### src/rtl/multiword_add_seq.sv
// Multi-word add/subtract sequencer: feeds one 8-bit slice per cycle into an
// external combinational adder, chains its carry, and assembles the full result.
module multiword_add_seq #(
  parameter int WORDS = 4
) (
  input  logic                 clk,
  input  logic                 rst_n,
  input  logic                 start,
  input  logic                 sub,
  input  logic                 cin,
  input  logic [8*WORDS-1:0]   a,
  input  logic [8*WORDS-1:0]   b,
  output logic [7:0]           add_x,
  output logic [7:0]           add_y,
  output logic                 add_c0,
  input  logic [7:0]           add_s,
  input  logic                 add_c8,
  output logic                 busy,
  output logic                 done,
  output logic [8*WORDS-1:0]   sum,
  output logic                 cout,
  output logic                 ovf
);

  localparam int W     = 8 * WORDS;
  localparam int IDX_W = (WORDS > 1) ? $clog2(WORDS) : 1;
  localparam logic [IDX_W-1:0] LAST_IDX = IDX_W'(WORDS - 1);

  typedef enum logic [1:0] {
    IDLE = 2'd0,
    RUN  = 2'd1,
    DONE = 2'd2
  } state_t;

  state_t             state_r;
  state_t             state_n;
  logic               load_s;
  logic               last_s;
  logic               ovf_s;
  logic [W-1:0]       a_r;
  logic [W-1:0]       b_r;
  logic               carry_r;
  logic [IDX_W-1:0]   idx_r;
  logic [W-1:0]       sum_r;
  logic               cout_r;
  logic               ovf_r;
  logic               busy_r;
  logic               done_r;

  assign last_s = (state_r == RUN) && (idx_r == LAST_IDX);
  // b_r already holds ~B in subtract mode, so one overflow rule covers both modes.
  assign ovf_s  = (a_r[W-1] == b_r[W-1]) && (add_s[7] != a_r[W-1]);

  // State register.
  always_ff @(posedge clk) begin
    if (!rst_n) begin
      state_r <= IDLE;
    end else begin
      state_r <= state_n;
    end
  end

  // Next-state decode; a start is only honoured outside RUN.
  always_comb begin
    state_n = state_r;
    load_s  = 1'b0;
    case (state_r)
      IDLE: begin
        if (start) begin
          state_n = RUN;
          load_s  = 1'b1;
        end else begin
          state_n = IDLE;
        end
      end
      RUN: begin
        if (idx_r == LAST_IDX) begin
          state_n = DONE;
        end else begin
          state_n = RUN;
        end
      end
      DONE: begin
        if (start) begin
          state_n = RUN;
          load_s  = 1'b1;
        end else begin
          state_n = IDLE;
        end
      end
      default: begin
        state_n = IDLE;
      end
    endcase
  end

  // Status flags registered from the next state so they align with it.
  always_ff @(posedge clk) begin
    if (!rst_n) begin
      busy_r <= 1'b0;
      done_r <= 1'b0;
    end else begin
      busy_r <= (state_n == RUN);
      done_r <= (state_n == DONE);
    end
  end

  // Operand latch, slice accumulation and carry chaining.
  always_ff @(posedge clk) begin
    if (!rst_n) begin
      a_r     <= {W{1'b0}};
      b_r     <= {W{1'b0}};
      carry_r <= 1'b0;
      idx_r   <= {IDX_W{1'b0}};
      sum_r   <= {W{1'b0}};
      cout_r  <= 1'b0;
      ovf_r   <= 1'b0;
    end else if (load_s) begin
      a_r     <= a;
      b_r     <= sub ? ~b : b;
      carry_r <= sub ? 1'b1 : cin;
      idx_r   <= {IDX_W{1'b0}};
      sum_r   <= {W{1'b0}};
      cout_r  <= 1'b0;
      ovf_r   <= 1'b0;
    end else if (state_r == RUN) begin
      sum_r[{idx_r, 3'b000} +: 8] <= add_s;
      carry_r                     <= add_c8;
      if (last_s) begin
        cout_r <= add_c8;
        ovf_r  <= ovf_s;
      end else begin
        idx_r  <= idx_r + {{(IDX_W-1){1'b0}}, 1'b1};
      end
    end
  end

  // Adder drive is only live in RUN so the adder sees zeros otherwise.
  always_comb begin
    add_x  = 8'h00;
    add_y  = 8'h00;
    add_c0 = 1'b0;
    if (state_r == RUN) begin
      add_x  = a_r[{idx_r, 3'b000} +: 8];
      add_y  = b_r[{idx_r, 3'b000} +: 8];
      add_c0 = carry_r;
    end else begin
      add_x  = 8'h00;
      add_y  = 8'h00;
      add_c0 = 1'b0;
    end
  end

  assign busy = busy_r;
  assign done = done_r;
  assign sum  = sum_r;
  assign cout = cout_r;
  assign ovf  = ovf_r;

endmodule

### config.mk
export PLATFORM = sky130hd
export DESIGN_NAME = multiword_add_seq
export DESIGN_NICKNAME = d
export VERILOG_FILES = /design/src/rtl/multiword_add_seq.sv
export SDC_FILE = /design/constraint.sdc
export NUM_CORES = 1
export LEC_CHECK = 0
export BUFFER_PORTS_ARGS = -buffer_cell sky130_fd_sc_hd__buf_2
export CAP_MARGIN = 20
export CORE_ASPECT_RATIO = 0.8
export CORE_MARGIN = 2
export CORE_UTILIZATION = 55
export CTS_BUF_LIST = sky130_fd_sc_hd__clkbuf_8 sky130_fd_sc_hd__clkbuf_16
export DETAILED_ROUTE_END_ITERATION = 6
export PLACE_DENSITY = 0.84
export SYNTH_ARGS = -nofsm -noshare
export SYNTH_HDL_FRONTEND = slang
export SYNTH_SLANG_ARGS = --single-unit
export TNS_END_PERCENT = 100
### constraint.sdc
create_clock -name clk -period 5.8 [get_ports clk]
set_input_delay 0 -clock clk [delete_from_list [all_inputs] [get_ports clk]]
set_output_delay 0 -clock clk [all_outputs]
set_load 0.01 [all_outputs]
Yosys cells after proc, flatten, opt, wreduce, memory -nomap -nowiden. Index checks and enable logic that the tools add are counted.

Bits in registers: 105. Bits in latches: 0. RAM bits: 0. ROM bits: 0. Input bits: 78. Output and inout port bits: 53. Word-level logic and storage cells: 47. Memories kept: 0.

$add $sub $neg: 2. $mul: 0. Div/mod/pow operators: 0. Magnitude comparators: 0. Eq/ne operators: 7. Shifts and indexed selects: 4. Muxes and demuxes: 13. Bitwise gates (word level): 3. Reduce and logical (&&, ||, !) cells: 8.

Operator list (count): $shiftx A32 B6 Y8 (2); $bwmux W32 (1); $mux W32 (1); $not A32 Y32 (1); $shift A8 B7 Y32 const A (1); $shiftx A8 B7 Y32 (1); $mux W8 (2); $mux W1 (7); $neg A5 Y7 (1); $eq A2 B2 Y1 const B (3); $eq A2 B1 Y1 const B (2); $pmux W2 S2 (1); $reduce_and A2 Y1 (2); $reduce_or A2 Y1 (2); $add A2 B1 Y2 const B (1); $logic_and A1 B1 Y1 (2); $logic_not A2 Y1 (1); $mux W2 (1); $not A1 Y1 (2); $reduce_bool A2 Y1 (1); $eq A1 B1 Y1 (1); $ne A1 B1 Y1 (1).

Longest topological paths before layout.
Depth after elaboration: 4. Mapped depth: 9.

Worst setup path before layout. Ideal clock, no wire load.

Path type: flip-flop to flip-flop. Start: reg idx_r[0]. End: reg sum_r[16] (netlist: sum[16]). Library setup time: 61 ps. Data arrival time: 2238 ps. Required time: 5739 ps. Slack: 3501 ps. Stages on the path, launching flop included: 9. Buffers on the path: 3. Path through: dfxtp_1 > buf_6 > buf_6 > buf_2 > inv_1 > ha_1 > or4b_4 > nor3_4 > a32o_2.

Longest elaborated chain between the ends: 3.

RTL lines: start, declared (RTL line 43) `logic [IDX_W-1:0] idx_r;`; start signal, assigned (RTL line 114) `idx_r <= {IDX_W{1'b0}};`; start signal, assigned (RTL line 122) `idx_r <= {IDX_W{1'b0}};`; start signal, assigned (RTL line 133) `idx_r <= idx_r + {{(IDX_W-1){1'b0}}, 1'b1};`; $neg A5 Y7 (*) (RTL line 127) `sum_r[{idx_r, 3'b000} +: 8] <= add_s;`; $shiftx A8 B7 Y32 / $shift A8 B7 Y32 (equally long branches) (RTL line 127); $bwmux W32 (*) (RTL line 127); end signal, assigned (RTL line 115) `sum_r <= {W{1'b0}};`; end signal, assigned (RTL line 123) `sum_r <= {W{1'b0}};`; end signal, assigned by index (RTL line 127); end, declared (RTL line 44) `logic [W-1:0] sum_r;`.

Every way passes the cells marked *; elsewhere a longest branch is shown, timed or not. A chain may end at the register's enable or synchronous reset.

Worst setup path after layout.
Start: reg idx_r[1]. End: reg sum_r[31] (netlist: sum[31]).

Same word-level chain as after synthesis.

==> impl_metrics.toml <==
[sta]
relSlewSlack_pct = 33.7
timing_hold_violations_final = 0
max_clock_freq_mhz = 367
worst_clock_skew_on_the_final_layout_ns = 0.0106
timing.final.max_slew_violations = 0
tcrit_tclk_final_pct = 47.0
worstMarginPinSlew_ns = 0.994
setup_repair_after_global_routing_missed_its_margin = "false"
setup-violations-final = 0
final.setup.tns_ns = 0
period_needed_ns = 2.73

[worst_hold_path]
worst_hold_startpoint = "start"
worstHoldPathType = "input port to flop"

[global_route]
vias_in_the_first_global_route = 4230
grtUsageTotal_pct = 29.8
globalRouteOverflowTotal = 0
grt_start_max_net_pins = 72
grt_pass1_wl_microns = 21200
initial_antenna_violation_count = 0

[clocking]
cts_htree_levels = 3
cts_buffers = 9
clk_latency_ns = 0.37
gates_resized_cts_repair = 0
cts_setup_buffers = 0
cts.root.buffer_cell = "sky130_fd_sc_hd__clkbuf_8"
clock_pin_slew_of_the_registers_on_the_worst_case_setup_and_hold_paths_ns = 0.10
cts_sinks = 105
cts_hold_buf = 75
ctsLongestPathBuffers = 2
cts_tree = "built"

[run_status]
outcome = "finished, final reports clean"

[power_and_ir_drop]
power_density_nw_per_um2 = 237
static-leakage-power_nw = 2.56
vdd.ir_drop.worst_uv = 144

[worst_setup_path]
critPathKind = "flop to flop"
reg2reg_from = "idx_r[1]"
cp_max_fo = 21
cp_cell_sequence = "inv_1 > ha_1 > nor3b_1 > and2_1 > a32o_1"
worst_ep_arrival_time_ns = 3.04
critPathRequiredTime_ns = 6.11
critical-path-max-stage-delay_ns = 0.99
setup.worst_path.start_class = "flop"
timing.critical_path.slowest_stage_cell = "sky130_fd_sc_hd__dfxtp_1"
cp-startpoint = "idx_r[1]"
end_kind = "flop"

[synth]
ys.warnings.count = 0
ys_seq_area_share_pct = 45.3
synth_largest_area_cell = "sky130_fd_sc_hd__dfxtp_1"
syn-cell-area_sq_um = 4640
yosys.cell_types.count = 38
synth_top_cells_by_area = "sky130_fd_sc_hd__dfxtp_1 (45%), sky130_fd_sc_hd__mux4_2 (7.8%), sky130_fd_sc_hd__xnor2_1 (6.2%), sky130_fd_sc_hd__nand2_1 (6.2%), sky130_fd_sc_hd__a21oi_1 (4.6%)"
syn_area_per_cell_sq_um = 9.78
netlist_instances = 474
netlist.area_leader.share_pct = 45.3
synth-seq-cells = 105
synth_nets = 558

[run]
max_cap_viol_count = 0

[layout]
seq_area_sq_um = 2100
syn_to_final_growth_pct = 32.9
fraction_of_final_layout_cells_with_drive_strength_greater_than_1_pct = 29.0
final_cell_count_no_fill = 766
finish.net_count = 737
final_cell_mix = "sky130_fd_sc_hd__buf_2 (130), sky130_fd_sc_hd__dfxtp_1 (104), sky130_fd_sc_hd__nand2_1 (76)"
multiInputGateArea_sq_um = 2310
final_common_cell = "sky130_fd_sc_hd__buf_2"
final.fill_count = 528
antenna-diode-count = 0

[floorplan]
dieWidth_microns = 107
placeableCoreArea_sq_um = 8060
design.portCount = 131
initial_core_util_pct = 57.6
rows = 29
chip_height_microns = 86.1
design.die.area_sq_um = 9190

[detailed_routing]
detail_route.wl_per_cell_microns = 17.2
vias = 4285
drt-pass1-iter-count = 5
dr.first_iter.drc_count = 328
drc = 0
routed_wirelength_microns = 13200
avgViaCountPerCell = 5.59
final_antenna_net_count = 0

[placed_design]
numPlacedInstances = 675
gp_congestion = 0.832
number_of_buffer_cells_added_on_primary_ports = 130
detailed_place_hpwl_microns = 7790
## sequential cells by signal, indices dropped and copies added (netlist names), 2 cells and up
register / cells
idx_r: 2
b_r: 32
sum: 32
a_r: 32
state_r: 2
## kinds of logic (layout without fill, tap and decap cells)
family | count (synthesis) | after routing | synth area share, %
and+or+nand+nor | 168 | 168 | 17.7
DFF | 105 | 105 | 45.3
AOI/OAI and AO/OA | 103 | 103 | 16.5
buffers and inverters | 43 | 227 | 4.86
xor gates and xnor gates | 33 | 33 | 6.23
muxes | 16 | 16 | 7.77
adders and majority gates | 6 | 6 | 1.62
## worst max-delay path: cells and delay by family, from the launching register on
kind,cells,cell delay [ns]
buf+inv,1,0.21
compound gates,1,0.18
simple gates,2,0.89
flops,1,0.99
fa+ha+maj,1,0.40
## worst paths after layout
| check | to | slack, ns | cells after the start |
|---|---|---|---|
| setup / recovery | sum[31] | 3.07 | 5 |
| hold / removal | a_r[31] | 0.21 | 4 |
| hold reg to reg | a_r[4] | 0.46 | 2 |
| setup reg to reg | sum[31] | 3.07 | 5 |
## through the flow
step	hold slack [ns]	setup slack, ns	utilization [%]	power (mW)	cell area (sq um)
global route	0.201	2.82	76.5	1.53	6160
CTS	0.190	3.12	76.5	1.45	6160
finish	0.208	3.07	76.5	1.46	6160
floorplan	0.132	3.50	-	0.947	4640
global placement	0.241	3.28	65.0	1.00	5240
detailed placement	0.250	3.13	65.0	1.01	5240
## cells in the mapped netlist, drive strengths merged
| cell type | instances |
|---|---|
| nor3 | 7 |
| xnor2 | 33 |
| and4bb | 1 |
| or4b | 1 |
| a32oi | 4 |
| nor2 | 42 |
| buf | 27 |
| nor2b | 2 |
| and3b | 4 |
| nand2b | 2 |
| clkbuf | 13 |
| and4 | 1 |
| and2 | 19 |
| nand2 | 76 |
| nand4 | 8 |
| dfxtp | 105 |
| mux4 | 16 |
| o32ai | 1 |
| inv | 3 |
| a211oi | 33 |
| a21oi | 43 |
| o21ai | 1 |
| ha | 6 |
| o21a | 1 |
| a32o | 20 |
| nand3b | 3 |
| nor3b | 2 |
## area by class of cell
| class | count | share of cell area (%) |
|---|---|---|
| multi-input combinational | 326 | 37.5 |
| sequential | 105 | 34.1 |
| timing repair buffer | 208 | 23.1 |
| tap | 108 | 2.19 |
| clock buffer | 9 | 2.01 |
| clock inverter | 7 | 0.873 |
| inverter | 3 | 0.183 |
## where the power goes
part           switching [mW]  internal (mW)
combinational           0.126          0.127
clock                   0.260          0.159
sequential             0.0304          0.759
## per-layer routing
layer | vias up | GRT usage (%) | routed length [microns]
li1 | 2036 | - | -
met3 | 29 | 6.69 | 856
met4 | 0 | 10.9 | 275
met1 | 2027 | 37.2 | 5330
met5 | - | 0 | 0
met2 | 193 | 51.1 | 6750
Note: power is estimated with default switching activity, not from simulation.
